File: src/rtl/jmax_min_scheduler.sv
// Frame max/min finder that time-shares one external magnitude comparator:
// each sample after the first costs a max compare and then a min compare.
module jmax_min_scheduler #(
  parameter  int WIDTH = 4,
  parameter  int N     = 8,
  localparam int IW    = (N > 1) ? $clog2(N) : 1
) (
  input  logic             clk,
  input  logic             rst_n,
  input  logic             start,
  input  logic             in_valid,
  output logic             in_ready,
  input  logic [WIDTH-1:0] in_data,
  output logic [WIDTH-1:0] cmp_a,
  output logic [WIDTH-1:0] cmp_b,
  input  logic             cmp_eq,
  input  logic             cmp_gt,
  input  logic             cmp_lt,
  output logic [WIDTH-1:0] max_val,
  output logic [WIDTH-1:0] min_val,
  output logic [IW-1:0]    max_idx,
  output logic [IW-1:0]    min_idx,
  output logic             busy,
  output logic             done,
  output logic             cmp_err
);

  localparam logic [IW:0] LAST_CNT = (IW+1)'(N);

  typedef enum logic [2:0] {
    S_IDLE    = 3'd0,
    S_FIRST   = 3'd1,
    S_FETCH   = 3'd2,
    S_CMP_MAX = 3'd3,
    S_CMP_MIN = 3'd4,
    S_DONE    = 3'd5
  } state_t;

  state_t           state_q;
  logic [WIDTH-1:0] sample_q;
  logic [WIDTH-1:0] max_q;
  logic [WIDTH-1:0] min_q;
  logic [WIDTH-1:0] cmp_a_q;
  logic [WIDTH-1:0] cmp_b_q;
  logic [IW-1:0]    max_idx_q;
  logic [IW-1:0]    min_idx_q;
  logic [IW:0]      count_q;
  logic [IW:0]      count_d;
  logic             in_ready_q;
  logic             busy_q;
  logic             done_q;
  logic             cmp_err_q;
  logic             flags_bad_s;

  // A healthy comparator raises exactly one of its three flags.
  function automatic logic flags_onehot(input logic eq, input logic gt, input logic lt);
    return ({eq, gt, lt} == 3'b100) || ({eq, gt, lt} == 3'b010) || ({eq, gt, lt} == 3'b001);
  endfunction

  assign count_d     = count_q + {{IW{1'b0}}, 1'b1};
  assign flags_bad_s = !flags_onehot(cmp_eq, cmp_gt, cmp_lt);

  // Sequencer; all outputs are registered and loaded alongside the state move.
  always_ff @(posedge clk or negedge rst_n) begin
    if (!rst_n) begin
      state_q    <= S_IDLE;
      sample_q   <= {WIDTH{1'b0}};
      max_q      <= {WIDTH{1'b0}};
      min_q      <= {WIDTH{1'b0}};
      cmp_a_q    <= {WIDTH{1'b0}};
      cmp_b_q    <= {WIDTH{1'b0}};
      max_idx_q  <= {IW{1'b0}};
      min_idx_q  <= {IW{1'b0}};
      count_q    <= {(IW+1){1'b0}};
      in_ready_q <= 1'b0;
      busy_q     <= 1'b0;
      done_q     <= 1'b0;
      cmp_err_q  <= 1'b0;
    end else begin
      done_q <= 1'b0;
      case (state_q)
        S_IDLE: begin
          if (start) begin
            state_q    <= S_FIRST;
            in_ready_q <= 1'b1;
            busy_q     <= 1'b1;
            cmp_err_q  <= 1'b0;
            count_q    <= {(IW+1){1'b0}};
          end
        end
        S_FIRST: begin
          if (in_valid) begin
            max_q     <= in_data;
            min_q     <= in_data;
            max_idx_q <= {IW{1'b0}};
            min_idx_q <= {IW{1'b0}};
            count_q   <= {{IW{1'b0}}, 1'b1};
            if (N == 1) begin
              state_q    <= S_DONE;
              in_ready_q <= 1'b0;
              done_q     <= 1'b1;
            end else begin
              state_q    <= S_FETCH;
            end
          end
        end
        S_FETCH: begin
          if (in_valid) begin
            sample_q   <= in_data;
            cmp_a_q    <= in_data;
            cmp_b_q    <= max_q;
            in_ready_q <= 1'b0;
            state_q    <= S_CMP_MAX;
          end
        end
        S_CMP_MAX: begin
          // Strictly greater only, so ties keep the earliest index.
          if (cmp_gt) begin
            max_q     <= sample_q;
            max_idx_q <= count_q[IW-1:0];
          end
          if (flags_bad_s) begin
            cmp_err_q <= 1'b1;
          end
          cmp_b_q <= min_q;
          state_q <= S_CMP_MIN;
        end
        S_CMP_MIN: begin
          if (cmp_lt) begin
            min_q     <= sample_q;
            min_idx_q <= count_q[IW-1:0];
          end
          if (flags_bad_s) begin
            cmp_err_q <= 1'b1;
          end
          count_q <= count_d;
          cmp_a_q <= {WIDTH{1'b0}};
          cmp_b_q <= {WIDTH{1'b0}};
          if (count_d == LAST_CNT) begin
            state_q <= S_DONE;
            done_q  <= 1'b1;
          end else begin
            state_q    <= S_FETCH;
            in_ready_q <= 1'b1;
          end
        end
        S_DONE: begin
          state_q <= S_IDLE;
          busy_q  <= 1'b0;
        end
        default: begin
          state_q    <= S_IDLE;
          in_ready_q <= 1'b0;
          busy_q     <= 1'b0;
          cmp_a_q    <= {WIDTH{1'b0}};
          cmp_b_q    <= {WIDTH{1'b0}};
        end
      endcase
    end
  end

  assign in_ready = in_ready_q;
  assign cmp_a    = cmp_a_q;
  assign cmp_b    = cmp_b_q;
  assign max_val  = max_q;
  assign min_val  = min_q;
  assign max_idx  = max_idx_q;
  assign min_idx  = min_idx_q;
  assign busy     = busy_q;
  assign done     = done_q;
  assign cmp_err  = cmp_err_q;

endmodule
File: config.mk
export PLATFORM = sky130hd
export DESIGN_NAME = jmax_min_scheduler
export DESIGN_NICKNAME = d
export VERILOG_FILES = /design/src/rtl/jmax_min_scheduler.sv
export SDC_FILE = /design/constraint.sdc
export NUM_CORES = 1
export LEC_CHECK = 0
export ABC_CLOCK_PERIOD_IN_PS = 2900
export BUFFER_PORTS_ARGS = -buffer_cell sky130_fd_sc_hd__buf_2
export CAP_MARGIN = 20
export CORE_MARGIN = 5
export CORE_UTILIZATION = 58
export DETAILED_ROUTE_END_ITERATION = 16
export GPL_ROUTABILITY_DRIVEN = 0
export GPL_TIMING_DRIVEN = 1
export PLACE_DENSITY = 0.84
export SLEW_MARGIN = 25
export SYNTH_ARGS = -nofsm -noshare
export SYNTH_HDL_FRONTEND = slang
export SYNTH_SLANG_ARGS = --single-unit
File: constraint.sdc
create_clock -name clk -period 2.9 [get_ports clk]
set_input_delay 0.29 -clock clk [delete_from_list [all_inputs] [get_ports clk]]
set_output_delay 0.29 -clock clk [all_outputs]
set_load 0.03 [all_outputs]
==> results.toml, run 1 <==
[clock_tree]
htree_num_levels = 2
cts_setup_buffers = 0
clkLatencyLatePin_ps = 350
cts_resized = 0
cts_buffers = 5
hold_buffers = 0
root_buffer = "clkbuf_4"
cts_tree = "built"
path_clk_slew_ps = 110
cts_buffer_depth = 2
clock-sinks = 37

[sta]
hold_violations = 0
rsz0062_at_grt = "no"
fin_setup_tns_ps = 0
skew_ps = 10.7
min_period_over_period_pct = 63.9
drv_slew = 0
timing.final.crit_period_ps = 1850
setup_ws_ps = 1050
finalSetupViolCount = 0
worst_pin_slew_ps = 797
fmax_ghz = 0.540
slew_headroom_pct = 46.9

[setup_path]
crit_type = "reg2reg"
critPathCaptureType = "flip-flop"
cp-startpoint = "state_q[0]$_DFFE_PN0P_"
cp_data_arrival_time_ps = 2140
crit_required_ps = 3180
start_kind = "flip-flop"
rr_startpoint = "state_q[0]$_DFFE_PN0P_"
cp_max_fo = 15

[grt]
antenna_found_initial = 0
grt_pass1_vias = 1455
track_usage_pct = 21.3
grt-ovfl-total = 0
grt_pass1_wl_microns = 6910
grt_max_degree = 38

[route]
drt-pass1-iter-count = 4
via_count = 1450
viasPerCell = 5.89
totalWireLength_microns = 3940
first_iter_violations = 127
wl_per_cell_microns = 16.0
final_antenna_net_count = 0
drc = 0

[outcome]
status = "finished clean"

[final_layout]
mostFrequentLayoutCells = "dfrtp_1 (37), buf_2 (36), nand2_1 (27)"
syn2layout_area_growth_pct = 12.7
layout_commonest_cell = "dfrtp_1"
post_layout_nonfiller_instances = 246
final_util_pct = 66.9
num-nets-final = 225
num_antenna_cells = 0
drive_gt1_share_pct = 25.4

[floorplanning]
ios = 37
die_w_microns = 65.2
die_h_microns = 65.2
die_area_sq_mm = 0.00425
coreArea_sq_mm = 0.00298
row_count = 20
initial_core_util_pct = 59.4

[synthesis]
yosysSeqAreaShare_pct = 52.3
syn_area_sq_mm = 0.00177
avgSynthCellArea_sq_um = 10.1
yosysWarnings = 0
netlist_instances = 176
synth_fp_nets = 189
netlist-cell-type-count = 40
synth-seq-cells = 37

[pwr]
ir_drop_v = 0.000501
power.density_mw_per_mm2 = 1070
leakage_nw = 0.983

[job]
drv_cap = 0

[place]
dp_cells = 238
io_buffer_count = 36
dpl.hpwl_microns = 2920
pre_cts_ws_ps = 1110

[min_path]
hp-class = "in2async"
final timing paths:
kind / end / slack [ps] / cells past startpoint
setup reg to reg: max_idx[0]$_DFFE_PN0P_ / 1050 / 4
min in group clk: max_val[1]$_DFFE_PN0P_ / 210 / 3
setup / recovery: max_idx[0]$_DFFE_PN0P_ / 1050 / 4
hold / removal: cmp_err$_DFFE_PN0P_ / 10 / 1
hold reg to reg: cmp_b[3]$_DFFE_PN0P_ / 490 / 2
max in group asynchronous: sample_q[0]$_DFFE_PN0P_ / 2380 / 1
worst max-delay path: stages, from the launching register on:
cell,delay (ps)
dfrtp_1,670
nand2b_1,260
nor2_1,570
nand3_1,180
nand2_1,110
per-layer routing:
| metal | up-vias | share of wire, % | routed length, microns | track usage [%] |
|---|---|---|---|---|
| li1 | 694 | - | - | - |
| met1 | 707 | 45 | 1770 | 26.5 |
| met2 | 40 | 49 | 1930 | 34.9 |
| met3 | 9 | 4.5 | 178 | 6.15 |
| met4 | 0 | 1.6 | 63 | 8.55 |
| met5 | - | 0 | 0 | 0 |
through the flow:
| stage | total power [mW] | hold WS, ps | instance area [sq um] |
|---|---|---|---|
| after floorplan | 1.60 | -5.59 | 1770 |
| after global placement | 1.83 | 414 | 1940 |
| after detailed placement | 1.87 | 428 | 1940 |
| after CTS | 2.13 | 41.4 | 1990 |
| after global routing | 2.28 | 74.4 | 1990 |
| final | 2.12 | 10.9 | 1990 |
power by group:
group | switching, mW | leakage [nW] | total, mW | internal (mW)
sequential | 0.196 | 0.470 | 0.895 | 0.699
clock | 0.168 | 0.0320 | 0.260 | 0.0923
combinational | 0.636 | 0.481 | 0.969 | 0.333
cell families (layout without fill, tap and decap cells):
kind of cell | count (synthesis) | in the layout | synth area share, %
mux | 10 | 10 | 6.01
fa+ha+maj | 2 | 2 | 1.41
buf+inv | 15 | 52 | 4.46
simple gates | 56 | 56 | 15.7
xor+xnor | 3 | 3 | 1.49
flops | 37 | 37 | 52.3
compound gates | 53 | 53 | 18.6
synthesized netlist by cell type:
cell | number | area (sq um)
dfrtp_1 | 37 | 926
nand2_1 | 27 | 101
o21ai_0 | 20 | 100
a21oi_1 | 9 | 45.0
nor2_1 | 9 | 33.8
inv_1 | 6 | 22.5
mux2_2 | 5 | 56.3
mux2i_1 | 5 | 50.1
nand3_1 | 5 | 25.0
a22o_1 | 4 | 35.0
a31oi_1 | 4 | 25.0
and3_1 | 4 | 25.0
a21o_1 | 3 | 22.5
buf_2 | 3 | 15.0
buf_4 | 3 | 22.5
ha_1 | 2 | 25.0
inv_2 | 2 | 7.51
nand2b_1 | 2 | 12.5
nand3b_1 | 2 | 15.0
o22ai_1 | 2 | 12.5
o31ai_1 | 2 | 15.0
xnor2_1 | 2 | 17.5
a211oi_1 | 1 | 7.51
a21oi_2 | 1 | 8.76
a2bb2oi_1 | 1 | 8.76
a41oi_1 | 1 | 8.76
and2_1 | 1 | 6.26
buf_6 | 1 | 11.3
nor2_2 | 1 | 6.26
nor3b_1 | 1 | 7.51
nor4b_1 | 1 | 8.76
nor4b_4 | 1 | 23.8
o211ai_1 | 1 | 7.51
o21a_1 | 1 | 7.51
o21bai_1 | 1 | 7.51
o31a_1 | 1 | 8.76
o41ai_1 | 1 | 8.76
or2_2 | 1 | 6.26
or3_1 | 1 | 6.26
xor2_1 | 1 | 8.76
layout make-up:
class | instances | area [sq um]
fill | 249 | 985
sequential | 37 | 926
multi-input combinational | 124 | 764
timing repair buffer | 36 | 180
clock buffer | 6 | 41.3
tap | 33 | 41.3
inverter | 8 | 30.0
clock inverter | 2 | 10.0
flip-flops by register name, summed over array words and instances, names as in the netlist:
| name | flops |
|---|---|
| in_ready | 1 |
| cmp_a | 4 |
| cmp_err | 1 |
| min_val | 4 |
| sample_q | 4 |
| min_idx | 3 |
| max_idx | 3 |
| busy | 1 |
| state_q | 3 |
| cmp_b | 4 |
| count_q | 4 |
| max_val | 4 |
| done | 1 |
No activity file was read; power rests on OpenSTA's default activity.
==> run 2, diff against run 1 <==
--- a/config.mk
+++ b/config.mk
@@ -5,15 +5,16 @@
 export SDC_FILE = /design/constraint.sdc
 export NUM_CORES = 1
 export LEC_CHECK = 0
-export ABC_CLOCK_PERIOD_IN_PS = 2900
+export ABC_AREA = 1
+export ABC_CLOCK_PERIOD_IN_PS = 1500
 export BUFFER_PORTS_ARGS = -buffer_cell sky130_fd_sc_hd__buf_2
 export CAP_MARGIN = 20
 export CORE_MARGIN = 5
-export CORE_UTILIZATION = 58
+export CORE_UTILIZATION = 49
 export DETAILED_ROUTE_END_ITERATION = 16
 export GPL_ROUTABILITY_DRIVEN = 0
 export GPL_TIMING_DRIVEN = 1
-export PLACE_DENSITY = 0.84
+export PLACE_DENSITY = 0.75
 export SLEW_MARGIN = 25
 export SYNTH_ARGS = -nofsm -noshare
 export SYNTH_HDL_FRONTEND = slang
==> constraint.sdc (replaced) <==
create_clock -name clk -period 1.5 [get_ports clk]
set_input_delay 0.15 -clock clk [delete_from_list [all_inputs] [get_ports clk]]
set_output_delay 0.15 -clock clk [all_outputs]
set_load 0.03 [all_outputs]
==> results.toml, run 2 <==
[final_layout]
num-nets-final = 284
nFillCells = 364
syn2layout_area_growth_pct = 20.3
drive_gt1_share_pct = 29.8
final_util_pct = 60.7
num_antenna_cells = 0
layout_commonest_cell = "nand2_1"
mostFrequentLayoutCells = "nand2_1 (86), buf_2 (36), dfrtp_1 (34)"

[setup_path]
crit_type = "reg2reg"
path_delay_family = "flip-flops"
crit_required_ps = 1680
cp_cell_sequence = "inv_2, nor2_8, nand2_1, o21ai_1, nand2_2, buf_4, nand2_1, o21ai_2"
start_kind = "flip-flop"
crit_path_top_delay_cell = "dfrtp_1"
rr_startpoint = "state_q[0]$_DFFE_PN0P_"
critPathCaptureType = "flip-flop"
reg2reg_slack_ps = 150
cp_data_arrival_time_ps = 1530
cp_max_fo = 7
crit_buf_inv = 2
worst-r2r-cell-count = 8
path_common_cell = "nand2_1"
regToRegEndpoint = "min_idx[0]$_DFFE_PN0P_"
cp_slowest_stage_delay_ps = 410

[clock_tree]
cts_buffer_depth = 2
path_clk_slew_ps = 70
cts_buffers = 5
htree_num_levels = 2
clkLatencyLatePin_ps = 290
cts_tree = "built"
root_buffer = "clkbuf_8"
clock-sinks = 37

[synthesis]
netlist_instances = 223
yosys.area.top_type = "dfrtp_1"
synth_most_common_cell = "nand2_1"
synth_fp_nets = 236
yosysSeqAreaShare_pct = 50.1
yosysWarnings = 0
synth_enable_flop_cells = 0
netlist-cell-type-count = 25
avgSynthCellArea_sq_um = 8.28
synth_common_cells = "nand2_1 (87), dfrtp_1 (37), inv_1 (19)"
synth_top_area_share_pct = 50.1
synth_flop_cell = "dfrtp_1"
synth_async_sr_flop_share_pct = 100
yosys-top-cells-area = "dfrtp_1 (50%), nand2_1 (18%), o21ai_0 (4.6%)"
synth-seq-cells = 37
syn_area_sq_mm = 0.00185

[route]
via_count = 1556
drt-pass1-iter-count = 4
totalWireLength_microns = 3870
first_iter_violations = 95
final_antenna_net_count = 0
drc = 0
wl_per_cell_microns = 12.1
viasPerCell = 4.86

[floorplanning]
row_count = 22
initial_core_util_pct = 50.4
die_h_microns = 71.4
die_area_sq_mm = 0.00510
coreArea_sq_mm = 0.00366
die_w_microns = 71.4
ios = 37

[grt]
track_usage_pct = 17.1
grt_max_degree = 38
grt_pass1_wl_microns = 6810
grt_pass1_vias = 1505
grt-ovfl-total = 0
grtUsageMet3_pct = 5.19
met1_usage_pct = 21.6
antenna_found_initial = 0
grtUsageMet2_pct = 27.3
top_usage_layer = "met2"

[place]
io_buffer_count = 36
pre_cts_ws_ps = 89.6
dpl.hpwl_microns = 2920

[pwr]
finalPower_mw = 4.78
power.density_mw_per_mm2 = 2150
leakage_nw = 1.22
ir_drop_v = 0.00105

[sta]
drv_slew = 0
min_period_over_period_pct = 90.2
slew_headroom_pct = 69.0
timing.final.crit_period_ps = 1350
setup_ws_ps = 147
rsz0062_at_grt = "no"
fmax_ghz = 0.739
worst_pin_slew_ps = 466
fin_setup_tns_ps = 0
skew_ps = 6.06
hold_violations = 0
finalSetupViolCount = 0

[min_path]
hold_depth = 3
hp-class = "in2reg"
hold_path_startpoint = "in_data[2]"
whs_endpoint = "cmp_a[2]$_DFFE_PN0P_"

[job]
drv_cap = 0

[outcome]
status = "finished clean"
run 2: changes by cell type in the layout (fill, tap and decap cells not counted), moves of 7 or more:
cell / delta
o21ai_2: +9
nand2_1: +59
clkbuf_8: +7
buf_4: +9
inv_1: +13
o21ai_1: +11
run 2: logic make-up after synthesis:
group / count (synthesis) / share of synthesized area (%)
flops: 37 / 50.1
simple gates: 112 / 27.0
buf+inv: 29 / 7.99
compound gates: 43 / 13.5
fa+ha+maj: 2 / 1.35
run 2: metrics by stage:
step           hold WS, ps  cells  area, sq um
3_3_place_gp           223    310         2090
5_1_grt                121    320         2220
4_1_cts                105    319         2210
6_report               113    320         2220
2_1_floorplan         -146    223         1850
3_5_place_dp           223    310         2090
run 2: report_power, final:
group | internal, mW | switching [mW]
registers | 1.37 | 0.241
logic | 0.757 | 1.65
clock network | 0.415 | 0.344
run 2: final cells by class:
type / instances / area (sq um) / share of cell area [%]
clock inverters: 1 / 5.00 / 0.225
repair buffers: 46 / 258 / 11.6
inverters: 24 / 95.1 / 4.28
flip-flops and latches: 37 / 930 / 41.8
multi-input cells: 157 / 778 / 35.0
well taps: 48 / 60.1 / 2.70
clock buffers: 7 / 96.3 / 4.34
run 2: repair_timing:
item,CTS,global route
gates resized for setup,0,5
buffers inserted,0,1
setup endpoints to repair,0,7
endpoints found under the hold margin,37,0
hold buffers,1,0
run 2: worst reg2reg max path, stage by stage, from the launching register on:
cell and delay [ps]:
dfrtp_1 410, inv_2 110, nor2_8 120, nand2_1 110, o21ai_1 120, nand2_2 90
buf_4 170, nand2_1 70, o21ai_2 50
run 2: worst max path at each step:
stage	startpoint	to	slack [ps]	depth (start not counted)
finish	state_q[0]$_DFFE_PN0P_	min_idx[0]$_DFFE_PN0P_	150	8
global route	state_q[0]$_DFFE_PN0P_	min_val[2]$_DFFE_PN0P_	10	8
CTS	count_q[0]$_DFFE_PN0P_	in_ready$_DFFE_PN0P_	80	8
detailed placement	count_q[0]$_DFFE_PN0P_	in_ready$_DFFE_PN0P_	90	8
global placement	count_q[0]$_DFFE_PN0P_	state_q[1]$_DFFE_PN0P_	140	9
floorplan	count_q[0]$_DFFE_PN0P_	state_q[1]$_DFFE_PN0P_	190	9
run 2: layer usage:
metal	routed length, microns	share of wire, %	up-vias
li1	-	-	805
met1	1760	46	705
met2	1830	47	40
met3	216	5.6	6
met4	64	1.7	0
met5	0	0	-
==> run 3, diff against run 2 <==
--- a/config.mk
+++ b/config.mk
@@ -10,11 +10,12 @@
 export BUFFER_PORTS_ARGS = -buffer_cell sky130_fd_sc_hd__buf_2
 export CAP_MARGIN = 20
 export CORE_MARGIN = 5
-export CORE_UTILIZATION = 49
+export CORE_UTILIZATION = 51
+export CTS_BUF_LIST = sky130_fd_sc_hd__clkbuf_8
 export DETAILED_ROUTE_END_ITERATION = 16
 export GPL_ROUTABILITY_DRIVEN = 0
 export GPL_TIMING_DRIVEN = 1
-export PLACE_DENSITY = 0.75
+export PLACE_DENSITY = 0.85
 export SLEW_MARGIN = 25
 export SYNTH_ARGS = -nofsm -noshare
 export SYNTH_HDL_FRONTEND = slang
==> results.toml, run 3 (synthesis gave the netlist of run 2 again) <==
[outcome]
status = "finished clean"

[final_layout]
syn2layout_area_growth_pct = 20.6
drive_gt1_share_pct = 29.9
mostFrequentLayoutCells = "nand2_1 (87), buf_2 (36), dfrtp_1 (32)"
fin_area_sq_mm = 0.00223
layout_commonest_cell = "nand2_1"
num_antenna_cells = 0
num-nets-final = 283
post_layout_nonfiller_instances = 317

[place]
place_area_sq_mm = 0.00210
dp_cells = 307
dpl.hpwl_microns = 2960
io_buffer_count = 36
pre_cts_ws_ps = 38.3

[route]
via_count = 1603
first_iter_violations = 107
viasPerCell = 5.06
wl_per_cell_microns = 12.9
drc = 0
final_antenna_net_count = 0
totalWireLength_microns = 4100
drt-pass1-iter-count = 5

[setup_path]
reg2reg_slack_ps = 110
cp_data_arrival_time_ps = 1570
cp_max_fo = 6
crit_required_ps = 1680
critPathCaptureType = "flip-flop"
start_kind = "flip-flop"
crit_type = "reg2reg"

[pwr]
ir_drop_v = 0.00100
leakage_nw = 1.22
power.density_mw_per_mm2 = 2190

[grt]
grt_pass1_wl_microns = 6800
grt-ovfl-total = 0
grt_max_degree = 38
antenna_found_initial = 0
grt_pass1_vias = 1434
track_usage_pct = 17.5

[sta]
setup_ws_ps = 111
worst_pin_slew_ps = 456
min_period_over_period_pct = 92.6
holdWs_ps = 103
rsz0062_at_grt = "no"
finalSetupViolCount = 0
skew_ps = 7.53
fin_setup_tns_ps = 0
drv_slew = 0
timing.final.crit_period_ps = 1390
hold_violations = 0
slew_headroom_pct = 69.6
fmax_ghz = 0.720

[floorplanning]
die_area_sq_mm = 0.00492
row_count = 21
initial_core_util_pct = 54.1
die_h_microns = 70.2
ios = 37
coreArea_sq_mm = 0.00342
die_w_microns = 70.2

[clock_tree]
cts_tree = "built"
cts_buffer_depth = 2
cts_buffers = 5
htree_num_levels = 2
clkLatencyLatePin_ps = 290
path_clk_slew_ps = 70
root_buffer = "clkbuf_8"
clock-sinks = 37

[job]
drv_cap = 0

[min_path]
hp-class = "in2reg"
## run 3: cell types whose count changed in the layout (fill, tap and decap cells not counted)
| cell | before | now |
|---|---|---|
| nand2_2 | 2 | 1 |
| inv_2 | 4 | 3 |
| buf_4 | 9 | 7 |
| inv_4 | 0 | 1 |
| dfrtp_1 | 34 | 32 |
| nand2_1 | 86 | 87 |
| dfrtp_2 | 3 | 5 |
| buf_12 | 0 | 1 |
## run 3: critical path: stages, from the launching register on
cell     delay [ps]
dfrtp_2         470
nor2_8          160
nand2_1         120
o21ai_1          90
nand2_1         110
buf_4           180
nand2_1          80
o21ai_2          50
## run 3: worst paths after layout
check / startpoint / endpoint / cells past startpoint
setup / recovery: state_q[2]$_DFFE_PN0P_ / min_idx[0]$_DFFE_PN0P_ / 7
hold / removal: in_data[2] / cmp_a[2]$_DFFE_PN0P_ / 3
setup reg to reg: state_q[2]$_DFFE_PN0P_ / min_idx[0]$_DFFE_PN0P_ / 7
hold reg to reg: in_ready$_DFFE_PN0P_ / in_ready$_DFFE_PN0P_ / 2
max in group asynchronous: rst_n / state_q[1]$_DFFE_PN0P_ / 3
min in group asynchronous: rst_n / max_val[0]$_DFFE_PN0P_ / 3
## run 3: power breakdown
part / switching [mW] / internal, mW
clock: 0.353 / 0.415
combinational: 1.70 / 0.780
sequential: 0.260 / 1.37
## run 3: layer usage
metal  global-route usage [%]  share of wire (%)  wire [microns]  vias to the layer above
met5                        0                  0               0                        -
met4                     5.96                1.2              48                        0
met1                     23.6                 44            1820                      732
li1                         -                  -               -                      804
met3                     6.03                7.1             290                        6
met2                     26.2                 47            1940                       61
## run 3: final cells by class
type	count	area [sq um]
clock buffer	7	96.3
clock inverter	1	5.00
fill	309	1190
inverter	24	97.6
multi-input combinational	157	776
sequential	37	932
tap	46	57.6
timing repair buffer	45	263
## run 3: metrics by stage
step,power [mW],utilization (%)
detailed placement,4.08,61.4
global route,5.25,65.2
CTS,4.87,64.7
floorplan,3.40,-
global placement,4.03,61.4
finish,4.88,65.2
## run 3: repair_timing
action | 4_1_cts | 5_1_grt
setup buffers | 0 | 1
endpoints found under the hold margin | 37 | 0
hold buffers | 1 | 0
endpoints found under the setup margin | 0 | 13
gates resized for setup | 0 | 7
